$ cat src/rtl/multicore_pkg.sv
// Shared definitions for the multicore coordinator: core-id width helper and control opcodes.
package multicore_pkg;

    localparam logic CTL_PAUSE  = 1'b0;
    localparam logic CTL_RESUME = 1'b1;

    // Width of a core index; never below 1 so a 1-core slice still has a legal vector.
    function automatic int cid_width(input int n);
        return (n > 1) ? $clog2(n) : 1;
    endfunction

endpackage

$ cat src/rtl/rr_arbiter.sv
// Round-robin arbiter: grant goes to the first requester at or after the pointer, zero-latency.
// The pointer moves past the winner on every granted cycle and holds when nobody requests.
module rr_arbiter
    import multicore_pkg::*;
#(
    parameter int N = 4
) (
    input  logic         clk,
    input  logic         rst,
    input  logic [N-1:0] req,
    output logic [N-1:0] grant
);

    localparam int IW = cid_width(N);

    logic [IW-1:0] ptr_q;
    logic [IW-1:0] ptr_d;
    logic [IW-1:0] win;
    logic [IW-1:0] idx_w;
    logic          found;
    int            idx;

    always_comb begin
        grant = '0;
        found = 1'b0;
        win   = ptr_q;
        idx   = 0;
        idx_w = '0;
        for (int k = 0; k < N; k++) begin
            idx = int'(ptr_q) + k;
            if (idx >= N) begin
                idx = idx - N;
            end
            idx_w = idx[IW-1:0];
            if (!found && req[idx_w]) begin
                found        = 1'b1;
                win          = idx_w;
                grant[idx_w] = 1'b1;
            end
        end
    end

    always_comb begin
        ptr_d = ptr_q;
        if (found) begin
            ptr_d = (win == IW'(N - 1)) ? '0 : win + 1'b1;
        end
    end

    always_ff @(posedge clk or posedge rst) begin
        if (rst) begin
            ptr_q <= '0;
        end else begin
            ptr_q <= ptr_d;
        end
    end

endmodule

$ cat src/rtl/multicore_ctrl.sv
// Multicore coordinator: per-core run/pause state with start-PC handoff, round-robin shared
// memory port arbitration, stall generation and a sticky global halt.
module multicore_ctrl
    import multicore_pkg::*;
#(
    parameter int             NCORES   = 4,
    parameter int             PCW      = 16,
    parameter logic [PCW-1:0] RESET_PC = '0
) (
    input  logic                                 clk,
    input  logic                                 rst,
    input  logic [NCORES-1:0]                    ctl_valid,
    input  logic [NCORES-1:0]                    ctl_resume,
    input  logic [NCORES*cid_width(NCORES)-1:0]  ctl_target,
    input  logic [NCORES*PCW-1:0]                ctl_pc,
    output logic [NCORES-1:0]                    ctl_ack,
    input  logic [NCORES-1:0]                    wr_req,
    input  logic [NCORES-1:0]                    rd_req,
    output logic [NCORES-1:0]                    wr_grant,
    output logic [NCORES-1:0]                    rd_grant,
    input  logic [NCORES-1:0]                    halted,
    output logic [NCORES-1:0]                    running,
    output logic [NCORES-1:0]                    stall,
    output logic [NCORES-1:0]                    start_valid,
    output logic [NCORES*PCW-1:0]                start_pc,
    output logic                                 all_halted
);

    localparam int CIDW = cid_width(NCORES);

    logic [NCORES-1:0] running_q, running_d;
    logic [NCORES-1:0] start_valid_q, start_valid_d;
    logic [PCW-1:0]    start_pc_q [NCORES];
    logic [PCW-1:0]    start_pc_d [NCORES];
    logic              boot_done_q;
    logic              all_halted_q, all_halted_d;

    logic [NCORES-1:0] eligible;
    logic [NCORES-1:0] ack;
    logic [NCORES-1:0] wr_arb_req, rd_arb_req;
    logic [CIDW-1:0]   tgt    [NCORES];
    logic [PCW-1:0]    req_pc [NCORES];

    for (genvar g = 0; g < NCORES; g++) begin : g_unpack
        assign tgt[g]                  = ctl_target[g*CIDW +: CIDW];
        assign req_pc[g]               = ctl_pc[g*PCW +: PCW];
        assign start_pc[g*PCW +: PCW]  = start_pc_q[g];
    end

    // Lowest-index eligible requester per target wins; losers see no ack and must hold.
    always_comb begin
        eligible = ctl_valid & running_q & ~halted;
        ack      = '0;
        for (int i = 0; i < NCORES; i++) begin
            ack[i] = eligible[i];
            for (int j = 0; j < i; j++) begin
                if (eligible[j] && (tgt[j] == tgt[i])) begin
                    ack[i] = 1'b0;
                end
            end
        end
    end

    always_comb begin
        running_d     = running_q;
        start_valid_d = '0;
        for (int i = 0; i < NCORES; i++) begin
            start_pc_d[i] = start_pc_q[i];
        end
        for (int i = 0; i < NCORES; i++) begin
            if (ack[i] && (int'(tgt[i]) < NCORES)) begin
                if (ctl_resume[i] == CTL_RESUME) begin
                    // Resuming a core that is already running is acked but changes nothing.
                    if (!running_q[tgt[i]]) begin
                        running_d[tgt[i]]     = 1'b1;
                        start_valid_d[tgt[i]] = 1'b1;
                        start_pc_d[tgt[i]]    = req_pc[i];
                    end
                end else begin
                    running_d[tgt[i]] = 1'b0;
                end
            end
        end
        if (!boot_done_q) begin
            start_valid_d[0] = 1'b1;
            start_pc_d[0]    = RESET_PC;
        end
        all_halted_d = all_halted_q | (boot_done_q & (&(halted | ~running_q)));
    end

    always_ff @(posedge clk or posedge rst) begin
        if (rst) begin
            running_q     <= NCORES'(1);
            start_valid_q <= '0;
            boot_done_q   <= 1'b0;
            all_halted_q  <= 1'b0;
            for (int i = 0; i < NCORES; i++) begin
                start_pc_q[i] <= '0;
            end
        end else begin
            running_q     <= running_d;
            start_valid_q <= start_valid_d;
            boot_done_q   <= 1'b1;
            all_halted_q  <= all_halted_d;
            for (int i = 0; i < NCORES; i++) begin
                start_pc_q[i] <= start_pc_d[i];
            end
        end
    end

    assign wr_arb_req = wr_req & running_q & ~halted;
    assign rd_arb_req = rd_req & running_q & ~halted;

    rr_arbiter #(.N(NCORES)) u_wr_arb (
        .clk   (clk),
        .rst   (rst),
        .req   (wr_arb_req),
        .grant (wr_grant)
    );

    rr_arbiter #(.N(NCORES)) u_rd_arb (
        .clk   (clk),
        .rst   (rst),
        .req   (rd_arb_req),
        .grant (rd_grant)
    );

    assign stall       = ~running_q | (wr_req & ~wr_grant) | (rd_req & ~rd_grant);
    assign ctl_ack     = ack;
    assign running     = running_q;
    assign start_valid = start_valid_q;
    assign all_halted  = all_halted_q;

endmodule

$ cat config.mk
export PLATFORM = sky130hd
export DESIGN_NAME = multicore_ctrl
export DESIGN_NICKNAME = d
export VERILOG_FILES = /design/src/rtl/multicore_pkg.sv /design/src/rtl/rr_arbiter.sv /design/src/rtl/multicore_ctrl.sv
export SDC_FILE = /design/constraint.sdc
export NUM_CORES = 1
export LEC_CHECK = 0
export CORE_ASPECT_RATIO = 1.25
export CORE_UTILIZATION = 44
export CTS_CLUSTER_DIAMETER = 60
export DETAILED_ROUTE_END_ITERATION = 7
export PLACE_DENSITY = 0.76
export REMOVE_ABC_BUFFERS = 1
export SLEW_MARGIN = 20
export SYNTH_ARGS = -nofsm -noshare
export SYNTH_HDL_FRONTEND = slang
export SYNTH_HIERARCHICAL = 1
export SYNTH_SLANG_ARGS = --single-unit
export TNS_END_PERCENT = 100
$ cat constraint.sdc
create_clock -name clk -period 2.7 [get_ports clk]
set_input_delay 0.405 -clock clk [delete_from_list [all_inputs] [get_ports clk]]
set_output_delay 0.405 -clock clk [all_outputs]
set_load 0.03 [all_outputs]
Word level (Yosys, flattened, before mapping). Cells that the tools add are included.

Add/sub/neg operators: 16. Magnitude comparators: 40. Equal/unequal tests: 8. Muxes and demuxes: 138. Bitwise logic cells: 42. Reductions and logical operators: 35.

Operators by type and width (count): two-way mux 64 bit (12); bitwise mux 64 bit (4); demux 16 bit (select 2 bit) (4); two-way mux 4 bit (32); two-way mux 16 bit (5); bitwise OR 4 bit (16); AND 4 bit (12); two-way mux 1 bit (39); < comparator 2 x 3 -> 1 bit, second input constant (12); two-way mux 2 bit (18); NOT 4 bit (8); greater-or-equal comparator 3 bit, second input constant (10); logical AND 1 bit (28); binary-select mux 1 bit (select 2 bit) (12); demux 1 bit (select 2 bit) (12); greater-or-equal comparator 2 x 1 -> 1 bit, second input constant (12); subtractor 2 x 1 -> 2 bit, second input constant (8); adder 2 x 2 -> 3 bit, second input constant (4); == test 2 bit (6); < comparator 3 x 1 -> 1 bit, second input constant (4); NOT 2 -> 3 bit (4); adder 2 x 1 -> 3 bit, second input constant (2); greater-or-equal comparator 2 x 3 -> 1 bit, second input constant (2); logical NOT 1 bit (6); other kinds (5) (7).

Bits in registers: 78. Input bits: 94. Word-level logic and storage cells: 289.

Logic depth before layout (Yosys ltp). Gate-level depths: netlist of run 1.

Depth in word-level cells: 22. Gate-level depth with buffers: 11.

Hierarchy. Netlist of run 1, hierarchy kept.

Modules (own cells, without submodules): multicore_ctrl (times used 1, cells each 458, area each 4966.0 um^2, seq. area each 1853.0 um^2); rr_arbiter (times used 2, cells each 79, area each 651.9 um^2, seq. area each 50.0 um^2).

Worst setup path after synthesis of run 1. OpenSTA, ideal clock, no wires.

Path kind: reg2out. From: register running_q[3], in the netlist running[3]. To: output stall[3]. Arrival: 2870 ps. Data required time: 2295 ps. Slack: -575 ps. Stages on the path, launching flop included: 9. Path buffers: 3. Cells stage by stage: dfrtp_1 -> clkbuf_1 -> nor2b_1 -> and2_1 -> buf_4 -> mux4_2 -> buf_2 -> a221o_1 -> o221ai_1.

RTL lines: start: declaration (RTL line multicore_ctrl.sv:31) `logic [NCORES-1:0] running_q, running_d;`; start signal: assignment (RTL line multicore_ctrl.sv:101) `running_q <= running_d;`; AND 4 bit * (2 in a row) (RTL line multicore_ctrl.sv:112) `assign rd_arb_req = rd_req & running_q & ~halted;`; net rd_arb_req[3] (RTL line multicore_ctrl.sv:40) `logic [NCORES-1:0] wr_arb_req, rd_arb_req;`; binary-select mux 1 bit (select 2 bit) (RTL line rr_arbiter.sv:35) `if (!found && req[idx_w]) begin`; two-way mux 1 bit (implied by the code) (RTL line rr_arbiter.sv:35); two-way mux 1 bit (RTL line rr_arbiter.sv:35); logical NOT 1 bit (RTL line rr_arbiter.sv:35); logical AND 1 bit (RTL line rr_arbiter.sv:35); two-way mux 1 bit (RTL line rr_arbiter.sv:35); [2 not listed]; two-way mux 1 bit (RTL line rr_arbiter.sv:35); logical NOT 1 bit (RTL line rr_arbiter.sv:35); logical AND 1 bit (RTL line rr_arbiter.sv:35); two-way mux 4 bit * (RTL line rr_arbiter.sv:35); net rd_grant[3] (RTL line multicore_ctrl.sv:20) `output logic [NCORES-1:0] rd_grant,`; NOT 4 bit * (RTL line multicore_ctrl.sv:128) `assign stall = ~running_q | (wr_req & ~wr_grant) | (rd_req & ~rd_grant);`; AND 4 bit * (RTL line multicore_ctrl.sv:128); bitwise OR 4 bit * (RTL line multicore_ctrl.sv:128); end: declaration (RTL line multicore_ctrl.sv:23) `output logic [NCORES-1:0] stall,`.

The timed path passes the listed nets; every way through them passes the cells marked *. The select of a mux whose other input is x is not followed.

Worst setup path after layout of run 1.
From: input wr_req[2]. To: output stall[0].

Word-level cells in the longest chain between the ends: 18.

RTL lines: start: declaration (RTL line multicore_ctrl.sv:17) `input logic [NCORES-1:0] wr_req,`; AND 4 bit * (2 in a row) (RTL line multicore_ctrl.sv:111) `assign wr_arb_req = wr_req & running_q & ~halted;`; net wr_arb_req[2] (RTL line multicore_ctrl.sv:40); binary-select mux 1 bit (select 2 bit) (RTL line rr_arbiter.sv:35); two-way mux 1 bit (implied by the code) (RTL line rr_arbiter.sv:35); two-way mux 1 bit (RTL line rr_arbiter.sv:35); logical NOT 1 bit (RTL line rr_arbiter.sv:35); logical AND 1 bit (RTL line rr_arbiter.sv:35); two-way mux 1 bit (RTL line rr_arbiter.sv:35); logical NOT 1 bit (RTL line rr_arbiter.sv:35); logical AND 1 bit (RTL line rr_arbiter.sv:35); two-way mux 1 bit (RTL line rr_arbiter.sv:35); logical NOT 1 bit (RTL line rr_arbiter.sv:35); logical AND 1 bit (RTL line rr_arbiter.sv:35); two-way mux 4 bit * (RTL line rr_arbiter.sv:35); NOT 4 bit * (RTL line multicore_ctrl.sv:128); AND 4 bit * (RTL line multicore_ctrl.sv:128); bitwise OR 4 bit * (2 in a row) (RTL line multicore_ctrl.sv:128).

Marked as above.

==> flow_metrics.tcl, run 1 <==
set metrics [dict create \
    setup_viol 12 \
    yosysWarnings 6 \
    p_leak_nw 4.45 \
    cap_violations 0 \
    fin_nets 961 \
    synth.mux.area_fraction_pct 29.7 \
    num_vias 6039 \
    die_w_um 109 \
    drtAntennaViolNets 0 \
    p_total_mw 2.66 \
    slew_headroom_pct 63.2 \
    synthAdderAreaFrac_pct 2.00 \
    ys_ff_latch 78 \
    vias_per_cell 5.82 \
    yosys.area_share.simple_pct 14.7 \
    yosys.cell_types.count 68 \
    die_y_um 135 \
    violations "negative setup slack" \
    wl_um 21600 \
    crit_type "input port to output pin" \
    worst_pin_slew_ps 552 \
    fin_tns_setup_ps -2490 \
    drtIter0Drc 278 \
    syn_area_mm2 0.00627 \
    whs_ps 418 \
    ir_worst_vdd_mv 0.376 \
    layout_common_cells "clkdlybuf4s50_1, mux2_2, buf_4" \
    yosys.area.top_type_share_pct 30.7 \
    grtUsageTotal_pct 29.7 \
    crit_fanout 6 \
    area_delta_synth_final_pct 50.4 \
    hold_viol 0 \
    cts_buffers 9 \
    min_period_over_period_pct 110 \
    synth_edf_count 0 \
    firstDrtPassIters 5 \
    rsz0062_at_grt "yes" \
    dp_slack_ps -456 \
    timing.final.crit_period_ps 2970 \
    grt_overflow 0 \
    synth_top_family_by_area "multiplexers" \
    min_path_type "input port to asynchronous set/reset pin" \
    htree_levels 3 \
    clock_path_buffers 2 \
    io_pins 183 \
    fmax_mhz 337 \
    cp-start-kind "input port" \
    yosys.area.top_type "dfrtp_1" \
    cts_root_buf "clkbuf_16" \
    cts_tree "yes" \
    drive_gt1_share_pct 36.0 \
    grt_pass1_vias 6369 \
    synth_area_per_cell_um2 10.2 \
    placementRows 48 \
    grt_max_degree 48 \
    antenna_found_initial 0 \
    status "complete, but fails checks" \
    drc 0 \
    endpoint_kind "output pin" \
    clk_pin_slew_worst_paths_ps 70 \
    cts_sinks 78 \
    yosysSeqAreaShare_pct 31.2 \
    arrival_ps 2570 \
    synth-compound-area-share_pct 14.4 \
    dp_hpwl_um 15800 \
    wl_per_cell_um 20.8 \
    layout_commonest_cell "clkdlybuf4s50_1" \
    synth_area_leaders "dfrtp_1, mux2_2, mux2i_1" \
    fin_ws_ps -271 \
    start_util_pct 45.2 \
    grt_pass1_wl_um 33700 \
    core_area_mm2 0.0139 \
    place_congestion 0.928 \
    powerDensity_mw_per_mm2 282 \
    insertion_delay_ps 330 \
    finClkSkew_ps 11.0 \
    dieArea_mm2 0.0147 \
    synthXorXnorAreaFrac_pct 1.68 \
    port_buffers 182 \
    async_flop_share_pct 100 \
    cp_data_required_time_ps 2300 \
    ys_dominant_reg_cell "dfrtp_1" \
    antenna_cells 0 \
    syn_inst 616 \
    drv_slew 0 \
]
-- worst paths after layout --
path                             from                 to  slack, ps  cells after the start
setup / recovery            wr_req[2]           stall[0]       -270                      8
hold / removal                    rst  u_rd_arb/ptr_q[1]        420                      2
setup reg to reg           running[0]       start_pc[47]        150                      7
hold reg to reg            all_halted         all_halted        530                      1
max in group asynchronous         rst       start_pc[51]       1460                      3
min in group clk           all_halted         all_halted        530                      1
-- cell usage after synthesis, types with 3 or more instances --
library cell and number:
nor4bb_1 3, dfrtp_1 77, nor3_1 11, and3b_1 4, nand2_1 39, o21bai_1 3, clkbuf_1 14, a221o_1 11
and3_1 5, nor3b_1 3, or2_2 16, a22oi_1 8, a21oi_1 10, mux2i_1 38, xnor2_1 8, mux4_2 6
and2_1 11, nand3b_1 7, buf_2 26, nand3_1 7, a21o_1 3, a32o_1 17, o21ai_0 25, o221ai_1 4
xor2_1 4, o21ai_1 4, buf_4 8, o311a_1 3, nand4b_1 4, nand2b_1 4, nor2_1 21, mux2_2 103
inv_1 25, buf_6 4, o211ai_1 3, nor2b_1 9, ha_1 10, mux2_4 11
-- state kept, by name, indices dropped and copies added (netlist names) --
signal          cells
start_pc           64
running             4
start_valid         4
u_rd_arb/ptr_q      2
u_wr_arb/ptr_q      2
all_halted          1
boot_done_q         1
-- layout make-up --
class / instances / area [µm²]
flip-flops and latches: 78 / 1950
fillers: 1056 / 4450
clock buffers: 10 / 239
clock inverters: 6 / 50.0
well taps: 175 / 219
inverters: 25 / 95.1
multi-input cells: 459 / 4100
repair buffers: 284 / 2770
-- through the flow --
stage / std cells / area (µm²) / utilization (%)
after floorplan: 562 / 5970 / -
after global placement: 1015 / 8890 / 64.1
after detailed placement: 1015 / 8890 / 64.1
after CTS: 1036 / 9370 / 67.6
after global routing: 1037 / 9430 / 68.0
final: 1037 / 9430 / 68.0
-- per-layer routing --
layer	up-vias	track usage [%]	part of all wire [%]	wire length, µm
li1	2761	-	-	-
met1	2976	33.9	39	8430
met2	259	52.4	51	10900
met3	43	8.27	7.7	1670
met4	0	10.3	2.6	566
met5	-	0	0	0
-- critical path: stages --
cell,delay [ps]
clkdlybuf4s50_1,460
and2_4,190
mux4_2,580
a22oi_2,200
nor2_1,70
a221o_1,300
o221ai_2,190
buf_6,160
-- cells by family after synthesis --
logic type	Yosys count
flops	78
buf+inv	79
simple gates	159
mux	160
fa+ha+maj	10
compound gates	117
other cells	1
xor+xnor	12
-- power by group --
part           switching, mW  internal [mW]  leakage, nW  total (mW)
Clock                  0.532          0.663        0.142        1.19
Sequential           0.00117           1.17         1.08        1.17
Combinational          0.132          0.163         3.23       0.295
Total                  0.665           2.00         4.45        2.66
-- what timing repair did --
| item | 4_1_cts | 5_1_grt |
|---|---|---|
| pin swaps | 18 | 4 |
| hold endpoints to repair | 0 | 0 |
| gates resized for setup | 46 | 9 |
| setup buffers | 5 | 1 |
| endpoints found under the setup margin | 12 | 12 |
| hold buffers | 0 | 0 |
Power figures use the tool's default switching activity.
==> inputs of run 2 (changes only) <==
- CORE_UTILIZATION: 44 -> 45
- CTS_BUF_LIST: default -> sky130_fd_sc_hd__clkbuf_8
- PLACE_DENSITY: 0.76 -> 0.78
- SYNTH_HIERARCHICAL: 1 -> default
==> flow_metrics.tcl, run 2 <==
set metrics [dict create \
    status "complete, but fails checks" \
    violations "negative setup slack" \
    clkPwrFrac_pct 36.5 \
    synth-compound-area-share_pct 20.5 \
    ys_dominant_reg_cell "dfrtp_1" \
    vias_per_cell 5.90 \
    finClkSkew_ps 7.63 \
    endpoint_kind "output pin" \
    antenna_cells 0 \
    slew_headroom_pct 45.0 \
    p_comb_share_pct 13.0 \
    die_y_um 132 \
    core_area_mm2 0.0132 \
    crit_chain "clkinv_2 -> ha_4 -> mux4_2 -> a22o_1 -> a221o_1 -> buf_4 -> o221ai_2 -> buf_6" \
    cpMaxStageDelayCell "mux4_2" \
    die_w_um 106 \
    yosysMostFrequentCell "dfrtp_1" \
    io_pins 183 \
    yosys.area.top_type_share_pct 31.9 \
    wl_per_cell_um 19.4 \
    ir_worst_vdd_mv 0.286 \
    syn_inst 687 \
    synth_top_family_by_area "compound AO/OA/AOI/OAI gates" \
    async_flop_share_pct 100 \
    yosys.cell_types.count 63 \
    placementRows 47 \
    cp_data_required_time_ps 2300 \
    worst_path_largest_cell_delay_ps 590 \
    synth_area_per_cell_um2 8.81 \
    intPower_mw 1.68 \
    clk_pin_slew_worst_paths_ps 90 \
    htree_levels 3 \
    arrival_ps 2770 \
    drc 0 \
    clock_path_buffers 2 \
    yosys.area_share.simple_pct 18.3 \
    cp-start-kind "flip-flop" \
    cts_root_buf "clkbuf_8" \
    synth_edf_count 0 \
    start_util_pct 45.9 \
    drive_gt1_share_pct 22.2 \
    antenna_found_initial 0 \
    synth_area_leaders "dfrtp_1, mux2i_1, nand2_1" \
    drtIter0Drc 401 \
    finish.utilization_pct 70.0 \
    cts_sinks 78 \
    whs_ps 418 \
    port_buffers 182 \
    ys_ff_latch 78 \
    crit_fanout 6 \
    hold_viol 0 \
    num_vias 6632 \
    r2r-end "u_wr_arb.ptr_q[1]" \
    timing.final.crit_period_ps 3180 \
    firstDrtPassIters 5 \
    cap_violations 0 \
    cts_tree "yes" \
    reg2reg_depth 9 \
    drtAntennaViolNets 0 \
    fin_nets 1050 \
    grtUsageTotal_pct 31.2 \
    p_total_mw 2.33 \
    worst_pin_slew_ps 825 \
    yosysSeqAreaShare_pct 32.3 \
    dieArea_mm2 0.0139 \
    fmax_mhz 314 \
    grt_max_degree 49 \
    switchingPower_uw 645 \
    insertion_delay_ps 360 \
    finalNonFillerCells 1124 \
    drv_slew 0 \
    synth.mux.area_fraction_pct 17.8 \
    area_delta_synth_final_pct 52.4 \
    powerDensity_mw_per_mm2 252 \
    largest_reg_flops 64 \
    dp_cells 1085 \
    syn_area_mm2 0.00605 \
    r2r-start "running[0]" \
    grt_pass1_vias 6885 \
    regToRegSetupSlack_ps 160 \
    setup_viol 12 \
    rsz0062_at_grt "yes" \
    dp_hpwl_um 15800 \
    grt_pass1_wl_um 34200 \
    min_path_type "input port to asynchronous set/reset pin" \
    p_leak_nw 4.39 \
    layout_commonest_cell "clkdlybuf4s50_1" \
    yosys.area.top_type "dfrtp_1" \
    yosysWarnings 0 \
    min_period_over_period_pct 118 \
    layout_common_cells "clkdlybuf4s50_1, buf_4, dfrtp_1" \
    sequentialPowerShare_pct 50.5 \
    synthAdderAreaFrac_pct 1.65 \
    synth_common_cells "dfrtp_1, nand2_1, mux2i_1" \
    synthXorXnorAreaFrac_pct 2.17 \
    cts_buffers 9 \
    place_congestion 0.903 \
    swShare_pct 27.7 \
    crit_type "flip-flop to output pin" \
    grt_overflow 0 \
    wl_um 21900 \
    fin_ws_ps -480 \
]
-- run 2: cell families (layout without fill, tap and decap cells) --
kind of cell,after synthesis,count (layout)
xor gates and xnor gates,15,15
and+or+nand+nor,216,216
other,1,1
AOI/OAI and AO/OA,179,179
adders and majority gates,8,8
DFF,78,78
muxes,97,97
buffers and inverters,93,359
-- run 2: worst max path at each step --
stage | slack (ps) | endpoint | cells past startpoint | startpoint
2_1_floorplan | -1500 | start_pc[32] | 6 | running[0]
3_3_place_gp | -580 | wr_grant[2] | 6 | halted[2]
3_5_place_dp | -610 | wr_grant[2] | 6 | halted[1]
4_1_cts | -490 | stall[3] | 8 | u_wr_arb.ptr_q[0]
5_1_grt | -540 | stall[2] | 8 | u_wr_arb.ptr_q[0]
6_report | -480 | stall[1] | 8 | u_wr_arb.ptr_q[0]
-- run 2: what timing repair did --
item                       CTS  global route
hold buffers                 0             0
setup buffers               19             5
setup endpoints to repair   13            17
pin swaps                   10            11
hold endpoints to repair     0             0
gates resized for setup     58            17
gates cloned                 0             0
-- run 2: layout make-up --
cell class	instances	area, µm²
Fill cell	1042	3950
Tap cell	171	214
Multi-Input combinational cell	516	3830
Clock buffer	9	124
Inverter	41	156
Sequential cell	78	1950
Timing Repair Buffer	302	2880
Clock inverter	7	56.3
-- run 2: worst max-delay path, delay by kind of cell, from the launching register on --
kind,cells,cell delay [ps]
AOI/OAI and AO/OA,3,750
muxes,1,590
buffers and inverters,3,400
DFF,1,390
adders and majority gates,1,290
-- run 2: power by group through the flow --
stage	Sequential (mW)	Clock [mW]	Combinational, mW
2_1_floorplan	1.20	0	0.0593
3_3_place_gp	1.20	0	0.291
3_5_place_dp	1.20	0	0.297
4_1_cts	1.17	0.864	0.300
5_1_grt	1.18	0.910	0.322
6_report	1.17	0.850	0.302
-- run 2: per-stage QoR --
stage / worst slack (ps) / cell area [µm²] / setup TNS, ps
2_1_floorplan: -1500 / 5770 / -64600
3_3_place_gp: -576 / 8660 / -6270
3_5_place_dp: -611 / 8660 / -7640
4_1_cts: -487 / 9160 / -3920
5_1_grt: -543 / 9220 / -4640
6_report: -480 / 9220 / -3860
-- run 2: routing by layer --
layer,up-vias,wire length (µm),track usage [%],share of wire [%]
li1,3009,-,-,-
met1,3178,7990,33.5,37
met2,358,11200,56.5,51
met3,87,1710,6.94,7.8
met4,0,930,16.4,4.3
met5,-,0,0,0
